### src/rtl/hazard_ctrl_param.sv
// Hazard and forwarding controller for a 5-stage ARM pipeline: operand forwarding, load-use and
// PC-write interlocks, variable-latency memory stalls with timeout, and stall/flush counters.
module hazard_ctrl_param #(
    parameter int unsigned REG_AW      = 4,
    parameter int unsigned NUM_SRC     = 3,
    parameter int unsigned PC_REG      = 15,
    parameter int unsigned MEM_TIMEOUT = 64,
    parameter int unsigned CNT_W       = 16
) (
    input  logic                      clk,
    input  logic                      reset,
    input  logic [NUM_SRC*REG_AW-1:0] ra_d,
    input  logic [NUM_SRC*REG_AW-1:0] ra_e,
    input  logic [REG_AW-1:0]         rd_e,
    input  logic [REG_AW-1:0]         rd_m,
    input  logic [REG_AW-1:0]         rd_w,
    input  logic                      regwrite_e,
    input  logic                      regwrite_m,
    input  logic                      regwrite_w,
    input  logic                      memtoreg_e,
    input  logic                      memtoreg_m,
    input  logic                      mem_req_m,
    input  logic                      mem_ready,
    input  logic                      pcsrc_d,
    input  logic                      pcsrc_e,
    input  logic                      pcsrc_m,
    input  logic                      pcsrc_w,
    input  logic                      branch_taken_e,
    input  logic                      clr_cnt,
    output logic [NUM_SRC*2-1:0]      fwd_e,
    output logic                      stall_f,
    output logic                      stall_d,
    output logic                      stall_e,
    output logic                      stall_m,
    output logic                      flush_d,
    output logic                      flush_e,
    output logic                      flush_w,
    output logic                      mem_err,
    output logic [CNT_W-1:0]          stall_cnt,
    output logic [CNT_W-1:0]          flush_cnt
);

    localparam int unsigned        WCW       = $clog2(MEM_TIMEOUT) + 1;
    localparam logic [REG_AW-1:0]  PC_ADDR   = REG_AW'(PC_REG);
    localparam logic [WCW-1:0]     WAIT_LAST = WCW'(MEM_TIMEOUT - 1);

    typedef enum logic [1:0] {StIdle, StWait, StErr} state_e;

    state_e         state_q;
    logic [WCW-1:0] wait_cnt_q;
    logic           ldstall;
    logic           pcw;
    logic           mstall;
    logic           timeout;

    // M-stage ALU result wins over W; loads in M are not yet available for forwarding.
    always_comb begin
        fwd_e = '0;
        for (int i = 0; i < NUM_SRC; i++) begin
            if (reset && ra_e[i*REG_AW +: REG_AW] != PC_ADDR) begin
                if (regwrite_m && !memtoreg_m && rd_m == ra_e[i*REG_AW +: REG_AW]) begin
                    fwd_e[2*i +: 2] = 2'b10;
                end else if (regwrite_w && rd_w == ra_e[i*REG_AW +: REG_AW]) begin
                    fwd_e[2*i +: 2] = 2'b01;
                end
            end
        end
    end

    always_comb begin
        ldstall = 1'b0;
        for (int i = 0; i < NUM_SRC; i++) begin
            if (ra_d[i*REG_AW +: REG_AW] != PC_ADDR && rd_e == ra_d[i*REG_AW +: REG_AW]) begin
                ldstall = ldstall | (memtoreg_e & regwrite_e);
            end
        end
    end

    assign pcw     = pcsrc_d | pcsrc_e | pcsrc_m;
    assign mstall  = mem_req_m & ~mem_ready;
    assign timeout = (state_q == StWait) && !mem_ready && (wait_cnt_q == WAIT_LAST);

    // A memory stall freezes everything; pending flushes are re-evaluated once released.
    always_comb begin
        stall_f = 1'b0;
        stall_d = 1'b0;
        stall_e = 1'b0;
        stall_m = 1'b0;
        flush_d = 1'b0;
        flush_e = 1'b0;
        flush_w = 1'b0;
        if (!reset) begin
            flush_d = 1'b1;
            flush_e = 1'b1;
            flush_w = 1'b1;
        end else if (mstall) begin
            stall_f = 1'b1;
            stall_d = 1'b1;
            stall_e = 1'b1;
            stall_m = 1'b1;
            flush_w = 1'b1;
        end else begin
            stall_f = ldstall | pcw;
            stall_d = ldstall;
            flush_d = pcw | pcsrc_w | branch_taken_e;
            flush_e = ldstall | branch_taken_e;
        end
    end

    always_ff @(posedge clk or negedge reset) begin
        if (!reset) begin
            state_q    <= StIdle;
            wait_cnt_q <= '0;
            mem_err    <= 1'b0;
        end else begin
            case (state_q)
                StIdle: begin
                    if (mstall) begin
                        state_q    <= StWait;
                        wait_cnt_q <= WCW'(1);
                    end
                end
                StWait: begin
                    if (mem_ready) begin
                        state_q    <= StIdle;
                        wait_cnt_q <= '0;
                    end else if (timeout) begin
                        state_q    <= StErr;
                        wait_cnt_q <= '0;
                    end else begin
                        wait_cnt_q <= wait_cnt_q + 1'b1;
                    end
                end
                StErr: begin
                    if (mem_ready) begin
                        state_q <= StIdle;
                    end
                end
                default: begin
                    state_q    <= StIdle;
                    wait_cnt_q <= '0;
                end
            endcase
            // Timeout set beats a simultaneous clear.
            if (timeout) begin
                mem_err <= 1'b1;
            end else if (clr_cnt) begin
                mem_err <= 1'b0;
            end
        end
    end

    always_ff @(posedge clk or negedge reset) begin
        if (!reset) begin
            stall_cnt <= '0;
            flush_cnt <= '0;
        end else if (clr_cnt) begin
            stall_cnt <= '0;
            flush_cnt <= '0;
        end else begin
            if (stall_f && stall_cnt != '1) begin
                stall_cnt <= stall_cnt + 1'b1;
            end
            if ((flush_d || flush_e) && flush_cnt != '1) begin
                flush_cnt <= flush_cnt + 1'b1;
            end
        end
    end

endmodule

### config.mk
export PLATFORM = sky130hd
export DESIGN_NAME = hazard_ctrl_param
export DESIGN_NICKNAME = d
export VERILOG_FILES = /design/src/rtl/hazard_ctrl_param.sv
export SDC_FILE = /design/constraint.sdc
export NUM_CORES = 1
export LEC_CHECK = 0
export ABC_CLOCK_PERIOD_IN_PS = 1700
export CAP_MARGIN = 40
export CORE_ASPECT_RATIO = 1.75
export CORE_MARGIN = 1
export CORE_UTILIZATION = 42
export CTS_CLUSTER_DIAMETER = 40
export DETAILED_ROUTE_END_ITERATION = 8
export PLACE_DENSITY = 0.77
export SETUP_SLACK_MARGIN = 0.05
export SLEW_MARGIN = 20
export SYNTH_ARGS = -nofsm -noshare
export SYNTH_HDL_FRONTEND = slang
export SYNTH_SLANG_ARGS = --single-unit
### constraint.sdc
create_clock -name clk -period 1.7 [get_ports clk]
set_input_delay 0.255 -clock clk [delete_from_list [all_inputs] [get_ports clk]]
set_output_delay 0.255 -clock clk [all_outputs]
set_load 0.01 [all_outputs]
==> results.cfg, run 1 <==
[outcome]
status = finished with violations
violations = negative setup slack

[die]
dieWidth_um = 64.74
die_h_um = 111.8
ios = 97
start_util = 0.4391
coreArea_sq_um = 6588
rows = 39
die_area_sq_um = 7236

[cts]
cts-buffers-inserted = 5
cts_tree = built
clock-root-buffer = clkbuf_16
clk-insertion-delay-late_ps = 290
clock_path_buffers = 2
clk_pin_slew_ps = 60
clock-sinks = 42
htree_levels = 2

[cells_and_area]
n_fill_cell = 343
diodes = 0
area_growth_pct = 92.82
final_area_sq_um = 5578
drive_gt1_frac = 0.4273
post-route-util = 0.8467
nets = 603

[detailed_routing]
vias_per_cell = 6.274
drt-pass1-iter-count = 5
drt-initial-drc-count = 463
num_vias = 3965
wl_mm = 13.72
drc_errors = 0
post_drt_wl_per_cell_um = 21.70
postRouteAntennaNets = 0

[job]
cap_violations = 0

[logic_synthesis]
synth_top_area_share = 0.3633
syn_inst = 344
synth_edf_count = 0
synth_most_common_cell = dfrtp_1
seq_area_frac_synth = 0.3633
synth_area_sq_um = 2893
ys_top_cells_by_area = dfrtp_1 (36%), xnor2_1 (6.7%), a21oi_1 (6.4%)
avgSynthCellArea_sq_um = 8.409
synth_flop_cell = dfrtp_1
async_reset_ff_frac = 1.000
syn_nets = 398
ys_ff_latch = 42
ys_warn_count = 0
yosys-top-cells-count = dfrtp_1 (42), a21oi_1 (37), nand3_1 (31), xnor2_1 (22), nor2_1 (18)
synth.distinct_cells = 45
synth_area_leader_cell = dfrtp_1

[timing]
final_max_slew_viol_count = 0
finClkSkew_ps = 2.457
setup_violations = 34
worst_slew_pin_slew_ps = 539.3
clock.fmax_mhz = 501.9
hold_viol = 0
setup_ws_ps = -292.5
rsz0062_at_grt = yes
slew_headroom = 0.6405
layout_min_cycle_time_ps = 1992
timing.hold.ws_ps = 116.9
post-route-period-util = 1.172

[placement]
io_buffers = 96
dp_hpwl_mm = 7.252
routabilityCongestion = 0.8461
detailed_place.area_sq_um = 4604

[critical_path]
critPathCaptureType = flop
required_ps = 1890
crit_path_max_fanout = 11
startpoint_type = primary input
criticalPathCategory = primary input to flop
worst_ep_arrival_time_ps = 2190

[pwr]
powerDensity_nw_per_um2 = 518.5
leakage_nw = 2.350
ir_drop_mv = 0.3833

[worst_hold_path]
hold_class = primary input to asynchronous set/reset pin

[global_routing]
overflow = 0
grt_start_max_net_pins = 42
track_usage = 0.3203
antenna_found_initial = 0
grt_pass1_wl_mm = 18.02
grt_pass1_vias = 3875
-- critical path: stages --
cell       delay, ps
buf_8             90
or2_4            240
a2111oi_4        340
buf_4            190
buf_4            120
o31ai_4          100
buf_6            170
buf_12           130
or3_1            310
a21oi_1          220
-- cells in the final DEF, fill, tap and decap left out, drive strengths merged, types with 2 or more instances in the layout --
master         instances
a21boi                 2
a21oi                 37
and2                   6
and3                   8
and4                   2
buf                  134
clkbuf                 7
clkdlybuf4s50         34
dfrtp                 42
dlygate4sd2           36
dlymetal6s2s           4
ha                     3
inv                   10
mux2                   3
nand2                 17
nand2b                 7
nand3                 31
nand4                 10
nor2                  18
nor2b                  8
nor3                   3
nor4                   7
o21ai                 25
o22ai                  3
o31ai                 16
or2                    3
or3                   15
or4                   12
xnor2                 22
xor2                   9
-- logic make-up (layout without fill, tap and decap cells) --
family,Yosys count,in the layout,synth area share
fa+ha+maj,3,3,0.01298
compound gates,93,93,0.1981
mux,4,4,0.01514
buf+inv,22,228,0.03028
flops,42,42,0.3633
xor+xnor,31,31,0.09386
simple gates,149,149,0.2863
-- worst paths after layout --
path / from / slack (ps) / to / cells past startpoint
worst max-delay path: ra_d[0] / -290 / stall_cnt[8]$_DFFE_PN0P_ / 10
worst min-delay path: reset / 120 / state_q[0]$_DFFE_PN0P_ / 3
worst max register to register: flush_cnt[0]$_DFFE_PN0P_ / -260 / flush_cnt[9]$_DFFE_PN0P_ / 8
worst min register to register: mem_err$_DFFE_PN0P_ / 520 / mem_err$_DFFE_PN0P_ / 2
max in group asynchronous: reset / 1110 / stall_cnt[3]$_DFFE_PN0P_ / 2
min in group clk: mem_ready / 450 / state_q[1]$_DFFE_PN0P_ / 3
-- routing by layer --
layer	global-route usage	wire (um)	vias up
met1	0.3130	4524	1927
met5	0	0	-
met4	0.1689	1154	0
li1	-	-	1691
met2	0.6174	7340	240
met3	0.04303	696	107
-- registers in the layout, summed over array words and instances (netlist names) --
| register | cells |
|---|---|
| stall_cnt | 16 |
| flush_cnt | 16 |
| mem_err | 1 |
| state_q | 2 |
| wait_cnt_q | 7 |
-- area by class of cell --
| type | instances | area, sq um | share of cell area |
|---|---|---|---|
| multi-input cells | 280 | 2364 | 0.4237 |
| clock buffers | 6 | 138.9 | 0.02490 |
| well taps | 82 | 102.6 | 0.01839 |
| inverters | 10 | 37.54 | 0.006729 |
| flip-flops and latches | 42 | 1052 | 0.1886 |
| clock inverters | 2 | 12.51 | 0.002243 |
| repair buffers | 210 | 1871 | 0.3354 |
-- power breakdown --
group,switching (W),leakage (nW),internal [W]
sequential,0.0000258,0.578,0.00103
combinational,0.000406,1.70,0.000424
clock,0.000428,0.0729,0.000583
total,0.000860,2.35,0.00203
-- through the flow --
stage	setup slack [ps]	TNS, ps	total power, W	std cells
2_1_floorplan	-129.5	-1505	0.001324	344
3_3_place_gp	-841.7	-28810	0.001685	592
3_5_place_dp	-887.3	-30660	0.001707	592
4_1_cts	-274.3	-5110	0.002765	618
5_1_grt	-345.3	-8555	0.002982	632
6_report	-292.5	-6794	0.002892	632
-- repair_timing --
item                                    CTS  global route
cloned                                    4             0
gates resized for setup                 186            76
hold buffers                              0             0
pin swaps                                46            52
setup buffers                            15            16
endpoints found under the setup margin   48            44
Note: power is estimated with default switching activity, not from simulation.
==> inputs of run 2 (changes only) <==
- TNS_END_PERCENT: default -> 5
==> run 2 against run 1 <==
Net effect: the run still ends with negative setup slack left; wire length decreased by 14%; critical path depth fell by 5; global-route usage down 1.1 points; final area down 5.9%; clock power increased by 28%; fmax is 1.0% lower; sequential cell count did not move; die area is the same; setup slack got worse by 21 ps; register-to-register slack worse by 50 ps; sequential share of layout area is 1.2 points higher; critical endpoint is now flush_cnt[15]$_DFFE_PN0P_.
==> results.cfg, run 2 (synthesized netlist as in run 1, its figures left out) <==
[detailed_routing]
wl_mm = 11.81
num_vias = 3776
postRouteAntennaNets = 0
drt-pass1-iter-count = 7
drc_errors = 0
post_drt_wl_per_cell_um = 18.95
vias_per_cell = 6.061
drt-initial-drc-count = 353

[critical_path]
required_ps = 1920
worst_ep_arrival_time_ps = 2230
crit_buf_inv = 0
criticalPathCategory = flop to flop
r2r_cells = 5
critPathCaptureType = flop
startpoint_type = flop
crit_path_max_fanout = 4
crit_slowest_cell = or4_4
cp_cell_sequence = nand4_1, nor3_1, nand3_1, or4_4, a21oi_2
crit_cells = 5
critPathMaxStageDelay_ps = 560
critical-path-top-delay-family = simple AND/OR/NAND/NOR gates

[timing]
rsz0062_at_grt = yes
layout_min_cycle_time_ps = 2013
clock.fmax_mhz = 496.7
timing.hold.ws_ps = 53.36
post-route-period-util = 1.184
hold_viol = 0
worst_slew_pin_slew_ps = 389.0
tns_ps = -4409
setup_ws_ps = -313.1
setup_violations = 36
finClkSkew_ps = 5.825
final_max_slew_viol_count = 0
slew_headroom = 0.7387

[cells_and_area]
diodes = 0
nets = 594
layout_common_cells = buf_4 (88), dfrtp_1 (41), clkdlybuf4s50_1 (35), dlygate4sd2_1 (30), nand3_1 (27)
final_common_cell = buf_4
final_area_sq_um = 5249
area_growth_pct = 81.44
fin_cells = 623
drive_gt1_frac = 0.3752
reg.largest.list = flush_cnt (16), stall_cnt (16), wait_cnt_q (7)
n_fill_cell = 411

[global_routing]
overflow = 0
track_usage = 0.3090
grt_pass1_vias = 3825
grt_pass1_wl_mm = 17.21
grt_start_max_net_pins = 39
antenna_found_initial = 0

[pwr]
sw_frac_of_total = 0.2734
power_frac_seq = 0.338
p_comb_frac = 0.249
p_int_w = 0.002260
p_clk_frac = 0.414
powerDensity_nw_per_um2 = 592.5
leakage_nw = 2.259
switchingPower_w = 0.0008502
ir_drop_mv = 0.5663

[cts]
clock-sinks = 42
htree_levels = 2
cts_tree = built
clock_path_buffers = 2
clk_pin_slew_ps = 70
clock-root-buffer = clkbuf_16
clk-insertion-delay-late_ps = 300
cts-buffers-inserted = 5

[placement]
dp_hpwl_mm = 7.253
routabilityCongestion = 0.8478
io_buffers = 96
dpl.cell_count = 600
detailed_place.area_sq_um = 4624

[worst_hold_path]
hold_class = primary input to asynchronous set/reset pin

[outcome]
status = finished with violations
violations = negative setup slack

[die]
start_util = 0.4391
ios = 97
die_area_sq_um = 7236
coreArea_sq_um = 6588
die_h_um = 111.8
rows = 39
dieWidth_um = 64.74

[job]
cap_violations = 0
## run 2: layer usage
layer  up-vias  track usage  wire length (um)  share of wire
li1       1685            -                 -              -
met1      1793       0.2889              3945           0.33
met2       229       0.5868              6465           0.55
met3        69      0.05430               618          0.052
met4         0       0.1926               776          0.066
met5         -            0                 0              0
## run 2: worst reg2reg max path, cell delays in order (launching register included)
cell     delay [ps]
dfrtp_1         380
nand4_1         220
nor3_1          420
nand3_1         200
or4_4           560
a21oi_2         150
## run 2: cell type report
class                      instances  area (sq um)  area share
clock buffer                       5         125.1     0.02384
clock inverter                     3         68.82     0.01311
inverter                          10         37.54    0.007151
multi-input combinational        280          2135      0.4067
sequential                        42          1052      0.2005
tap                               82         102.6     0.01955
timing repair buffer             201          1728      0.3292
## run 2: final timing paths
path	startpoint	to	slack, ps
min in group clk	mem_ready	state_q[1]$_DFFE_PN0P_	440
setup / recovery	flush_cnt[4]$_DFFE_PN0P_	flush_cnt[15]$_DFFE_PN0P_	-310
hold / removal	reset	flush_cnt[0]$_DFFE_PN0P_	50
setup reg to reg	flush_cnt[4]$_DFFE_PN0P_	flush_cnt[15]$_DFFE_PN0P_	-310
max in group asynchronous	reset	stall_cnt[3]$_DFFE_PN0P_	1090
hold reg to reg	mem_err$_DFFE_PN0P_	mem_err$_DFFE_PN0P_	540
## run 2: stage by stage
step / setup WS (ps) / utilization / power (W)
finish: -313.1 / 0.7968 / 0.003110
global route: -370.3 / 0.7968 / 0.003206
CTS: -236.4 / 0.7599 / 0.003013
detailed placement: -828.9 / 0.7020 / 0.001716
global placement: -827.0 / 0.7020 / 0.001695
floorplan: -129.6 / - / 0.001317
## run 2: power groups by stage
stage / registers, W / clock network (W) / logic, W
5_1_grt: 0.00105 / 0.00133 / 0.000824
3_5_place_dp: 0.00106 / 0 / 0.000652
3_3_place_gp: 0.00106 / 0 / 0.000633
6_report: 0.00105 / 0.00129 / 0.000774
4_1_cts: 0.00105 / 0.00128 / 0.000687
2_1_floorplan: 0.00108 / 0 / 0.000240
## run 2: repair_timing
action | 4_1_cts | 5_1_grt
hold buffers | 0 | 0
buffers inserted | 10 | 5
pin swaps | 41 | 22
resized for setup | 159 | 60
setup endpoints to repair | 48 | 43
==> inputs of run 3 (changes only) <==
- CTS_CLUSTER_DIAMETER: 40 -> default
==> results of run 3 <==
No change in the layout: final DEF, timing and power equal those of run 2.
